==> src/rtl/formula_cex_scanner.sv <==
// Sweeps assignments into a combinational formula through a registered bus.
// Every assignment that drives o_1 low is handed off as a counterexample over a valid/ready port.
module formula_cex_scanner #(
  parameter int          NUM_VARS  = 61,
  parameter int          CNT_W     = 32,
  parameter logic [67:0] LFSR_TAPS = 68'h1000000000000000B,
  parameter logic [67:0] LFSR_SEED = 68'd1
) (
  input  logic                clk,
  input  logic                rst,
  input  logic                start,
  input  logic                mode,
  input  logic [CNT_W-1:0]    max_vec,
  input  logic                stop_on_cex,
  output logic [NUM_VARS-1:0] vec_o,
  input  logic                formula_o,
  output logic                cex_valid,
  input  logic                cex_ready,
  output logic [NUM_VARS-1:0] cex_vec,
  output logic                busy,
  output logic                done,
  output logic [CNT_W-1:0]    vec_count,
  output logic [CNT_W-1:0]    cex_count
);

  // state | meaning
  // IDLE  | waiting for start
  // RUN   | one vector tested per cycle
  // HOLD  | counterexample presented, waiting for handshake
  // DONE  | one-cycle done pulse, then back to IDLE
  typedef enum logic [1:0] {
    IDLE = 2'd0,
    RUN  = 2'd1,
    HOLD = 2'd2,
    DONE = 2'd3
  } state_t;

  localparam logic [NUM_VARS-1:0] TAPS     = LFSR_TAPS[NUM_VARS-1:0];
  localparam logic [NUM_VARS-1:0] SEED_RAW = LFSR_SEED[NUM_VARS-1:0];
  localparam logic [NUM_VARS-1:0] SEED     = (SEED_RAW == '0) ? NUM_VARS'(1) : SEED_RAW;

  state_t state, state_nxt;

  logic                mode_q;
  logic                stop_q;
  logic [CNT_W-1:0]    max_q;
  logic [NUM_VARS-1:0] vec_nxt;
  logic [CNT_W-1:0]    vec_count_inc;
  logic                last_vec;
  logic                sweep_end;
  logic                handshake;

  assign vec_count_inc = vec_count + CNT_W'(1);
  assign last_vec      = (vec_count_inc == max_q);
  assign handshake     = cex_valid & cex_ready;
  // in HOLD vec_count already includes the failing vector
  assign sweep_end     = stop_q | (vec_count == max_q);

  always_comb begin
    vec_nxt = vec_o + NUM_VARS'(1);
    if (mode_q) begin
      vec_nxt = (vec_o >> 1) ^ (vec_o[0] ? TAPS : '0);
    end
  end

  always_ff @(posedge clk or posedge rst) begin
    if (rst) begin
      state <= IDLE;
    end else begin
      state <= state_nxt;
    end
  end

  always_comb begin
    state_nxt = state;
    case (state)
      IDLE: begin
        if (start) begin
          state_nxt = (max_vec == '0) ? DONE : RUN;
        end
      end
      RUN: begin
        if (!formula_o) begin
          state_nxt = HOLD;
        end else if (last_vec) begin
          state_nxt = DONE;
        end
      end
      HOLD: begin
        if (handshake) begin
          state_nxt = sweep_end ? DONE : RUN;
        end
      end
      DONE:    state_nxt = IDLE;
      default: state_nxt = IDLE;
    endcase
  end

  always_comb begin
    busy = 1'b0;
    done = 1'b0;
    case (state)
      RUN, HOLD: busy = 1'b1;
      DONE:      done = 1'b1;
      default: begin
        busy = 1'b0;
        done = 1'b0;
      end
    endcase
  end

  always_ff @(posedge clk or posedge rst) begin
    if (rst) begin
      vec_o     <= '0;
      cex_vec   <= '0;
      cex_valid <= 1'b0;
      vec_count <= '0;
      cex_count <= '0;
      mode_q    <= 1'b0;
      stop_q    <= 1'b0;
      max_q     <= '0;
    end else begin
      case (state)
        IDLE: begin
          if (start) begin
            mode_q    <= mode;
            stop_q    <= stop_on_cex;
            max_q     <= max_vec;
            vec_count <= '0;
            cex_count <= '0;
            if (max_vec != '0) begin
              vec_o <= mode ? SEED : '0;
            end
          end
        end
        RUN: begin
          vec_count <= vec_count_inc;
          if (!formula_o) begin
            cex_vec   <= vec_o;
            cex_valid <= 1'b1;
          end else if (!last_vec) begin
            vec_o <= vec_nxt;
          end
        end
        HOLD: begin
          if (handshake) begin
            cex_valid <= 1'b0;
            if (cex_count != '1) begin
              cex_count <= cex_count + CNT_W'(1);
            end
            if (!sweep_end) begin
              vec_o <= vec_nxt;
            end
          end
        end
        default: begin
          cex_valid <= 1'b0;
        end
      endcase
    end
  end

endmodule
==> config.mk <==
export PLATFORM = sky130hd
export DESIGN_NAME = formula_cex_scanner
export DESIGN_NICKNAME = d
export VERILOG_FILES = /design/src/rtl/formula_cex_scanner.sv
export SDC_FILE = /design/constraint.sdc
export NUM_CORES = 1
export LEC_CHECK = 0
export CAP_MARGIN = 20
export CORE_ASPECT_RATIO = 1.5
export CORE_MARGIN = 1.5
export CORE_UTILIZATION = 53
export DETAILED_ROUTE_END_ITERATION = 8
export GPL_TIMING_DRIVEN = 0
export PLACE_DENSITY_LB_ADDON = 0.08
export SLEW_MARGIN = 20
export SYNTH_ARGS = -nofsm -noshare
export SYNTH_HDL_FRONTEND = slang
export SYNTH_SLANG_ARGS = --single-unit
==> constraint.sdc <==
create_clock -name clk -period 9.8 [get_ports clk]
set_input_delay 1.96 -clock clk [delete_from_list [all_inputs] [get_ports clk]]
set_output_delay 1.96 -clock clk [all_outputs]
set_load 0.005 [all_outputs]
==> insert_results.sql <==
INSERT INTO impl_metrics (metric_group, metric, value, unit) VALUES
('place', 'place_congestion', '0.965', ''),
('global_routing', 'largest_net_degree_at_the_start_of_global_routing', '89', ''),
('synth', 'synth_edf_count', '0', ''),
('finish', 'layout.nets', '1634', ''),
('finish', 'diodes', '0', ''),
('floorplan', 'die_height', '190', 'µm'),
('hold_path', 'hp-start', 'cex_vec[20]$_DFFE_PP0P_', ''),
('sta', 'slew_violations', '0', ''),
('finish', 'fill_cells', '1867', ''),
('setup_path', 'critical_path.cell_chain', 'clkdlybuf4s50_1 > nor4b_1 > nand4_1 > nor4_1 > and4_1 > nor3b_1 > o21ai_0 > buf_2 > a21o_1 > o2bb2ai_1', ''),
('synth', 'netlist.area_leader.share', '45.1', '%'),
('setup_path', 'critical-path-top-delay-family', 'simple AND/OR/NAND/NOR gates', ''),
('synth', 'post_synth_mux_area_share', '8.87', '%'),
('power', 'power.share.sequential', '30.4', '%'),
('synth', 'synth_area_leaders', 'dfrtp_1 (45%), mux2_2 (8.6%), nand2_1 (4.3%)', ''),
('clock_network', 'post_cts_resized', '0', ''),
('sta', 'period_needed', '5.01', 'ns'),
('sta', 'slew_headroom', '36.6', '%'),
('floorplan', 'floorplan.io_pins', '228', ''),
('sta', 'grt_setup_unrepaired', 'no', ''),
('synth', 'synth_compound_area_share', '16.9', '%'),
('run', 'timing.max_cap.violations', '0', ''),
('clock_network', 'cts_hold_buf', '0', ''),
('synth', 'synthDistinctLibCells', '63', ''),
('setup_path', 'critical_path.startpoint', 'max_vec[1]', ''),
('floorplan', 'die_area', '24300', 'µm²'),
('synth', 'syn_area_per_cell', '9.29', 'µm²'),
('place', 'pre_cts_slack', '4.22', 'ns'),
('sta', 'timing.clock.skew', '0.0153', 'ns'),
('global_routing', 'grt-ovfl-total', '0', ''),
('place', 'numPortBuffers', '227', ''),
('clock_network', 'clock_path_buffers', '3', ''),
('sta', 'finalSetupViolations', '0', ''),
('clock_network', 'post-cts-setup-buffer-count', '0', ''),
('sta', 'timing_hold_violations_final', '0', ''),
('power', 'combPwrFrac', '46.3', '%'),
('drt', 'first_iter_violations', '868', ''),
('power', 'power_density', '275', 'nW/µm²'),
('finish', 'flow.area_growth_from_synthesis', '28.9', '%'),
('setup_path', 'critical_path.max_fanout', '10', ''),
('floorplan', 'start_util', '53.9', '%'),
('synth', 'yosys.area_share.adder', '0.707', '%'),
('synth', 'netlist.top_cell.by_area', 'dfrtp_1', ''),
('power', 'irDropWorstVdd', '0.000203', 'V'),
('drt', 'first_pass_iters', '6', ''),
('finish', 'ff_latch_area', '5580', 'µm²'),
('power', 'net-switching-power', '1820', 'µW'),
('synth', 'synth_top_family_by_area', 'simple AND/OR/NAND/NOR gates', ''),
('global_routing', 'antenna_found_initial', '0', ''),
('power', 'clockPowerShare', '23.3', '%'),
('synth', 'synth_xor_xnor_area_share', '3.89', '%'),
('hold_path', 'hold_class', 'flip-flop to flip-flop', ''),
('place', 'dpl.hpwl', '30400', 'µm'),
('setup_path', 'worst_r2r_startpoint', 'vec_count[1]$_DFFE_PP0P_', ''),
('synth', 'syn_area', '12400', 'µm²'),
('global_routing', 'via_count_of_the_first_global_routing_pass', '11800', ''),
('power', 'power_switching_share', '41.3', '%'),
('finish', 'area_of_the_multi_input_gates', '6290', 'µm²'),
('floorplan', 'die_width', '128', 'µm'),
('floorplan', 'core.rowCount', '68', ''),
('finish', 'layout_commonest_cell', 'clkdlybuf4s50_1', ''),
('global_routing', 'gr-usage-all-layers', '33.8', '%'),
('synth', 'yosys_warnings', '0', ''),
('setup_path', 'critical_path_required', '10.23', 'ns'),
('synth', 'ys_seq_elements', '223', ''),
('run_status', 'status', 'finished, final reports clean', ''),
('sta', 'timing_worst_slew_pin_value', '0.948', 'ns'),
('sta', 'finalSetupTns', '0', 'ns'),
('drt', 'route.antenna.remaining_nets', '0', ''),
('setup_path', 'critical-path-slowest-cell', 'nor4b_1', ''),
('synth', 'synth-async-reset-ratio', '100', '%');
==> worst paths after layout <==
path                       slack, ns                      end  cells after the start
setup / recovery                4.79    vec_o[55]$_DFFE_PP0P_                     10
hold / removal                  0.49  cex_vec[20]$_DFFE_PP0P_                      2
setup reg to reg                5.49    vec_o[55]$_DFFE_PP0P_                     11
hold reg to reg                 0.49  cex_vec[20]$_DFFE_PP0P_                      2
max in group asynchronous       6.73    max_q[15]$_DFFE_PP0P_                      4
min in group asynchronous       1.91  cex_vec[48]$_DFFE_PP0P_                      2
==> per-layer routing <==
layer	up-vias	global-route usage (%)	share of wire [%]
met3	165	4.64	6.3
li1	5393	-	-
met5	-	0	0
met1	5793	38.6	37
met2	589	59.6	51
met4	0	20.3	6.4
==> final cells by class <==
class | instances | share of cell area (%)
multi-input cells | 990 | 39.4
repair buffers | 229 | 14.6
flip-flops and latches | 223 | 35.0
well taps | 280 | 2.20
clock buffers | 31 | 4.31
clock inverters | 12 | 1.30
plain buffers | 93 | 2.53
inverters | 27 | 0.682
==> through the flow <==
| step | cells | utilization [%] | area (µm²) |
|---|---|---|---|
| final | 1885 | 69.5 | 16000 |
| after global routing | 1885 | 69.5 | 16000 |
| after CTS | 1885 | 69.5 | 16000 |
| after detailed placement | 1842 | 65.6 | 15100 |
| after global placement | 1840 | 65.3 | 15000 |
| after floorplan | 1333 | - | 12400 |
==> Yosys cell counts (all sizes together) (9+ instances only) <==
master     n
a21o      11
a21oi     81
a22o      11
a22oi     15
and2      11
and3      24
and4      13
buf       22
clkbuf    71
dfrtp    223
inv       26
mux2      94
nand2    143
nand3     53
nand4     38
nor2      90
nor2b     10
nor3      39
nor4      28
o21ai    104
o2bb2ai   39
o31ai     22
or3       18
or4        9
xnor2     36
xor2      19
==> worst min-delay path: cells and delay by family, from the launching register on <==
| kind | cells | cell delay [ns] |
|---|---|---|
| flip-flops | 1 | 0.35 |
| AO/OA/AOI/OAI | 1 | 0.06 |
| AND/OR/NAND/NOR | 1 | 0.05 |
==> cell families (layout without fill, tap and decap cells) <==
logic type	Yosys count	in the layout
buffers and inverters	120	392
multiplexers	98	98
XOR/XNOR	55	55
adder cells (fa/ha/maj)	7	7
flip-flops	223	223
AND/OR/NAND/NOR	502	502
AO/OA/AOI/OAI	328	328
==> power by group through the flow <==
stage	clock, µW	combinational, µW	sequential [µW]
global route	1080	2180	1360
finish	1030	2040	1330
CTS	1040	2010	1330
global placement	0	1960	1340
floorplan	0	1190	1300
detailed placement	0	1990	1340
==> flip-flops by register name (all words and copies together), names as in the netlist <==
| name | cells |
|---|---|
| stop_q | 1 |
| vec_o | 61 |
| cex_count | 32 |
| cex_vec | 61 |
| max_q | 32 |
| state | 2 |
| vec_count | 32 |
| mode_q | 1 |
| cex_valid | 1 |
No activity file was read; power rests on OpenSTA's default activity.
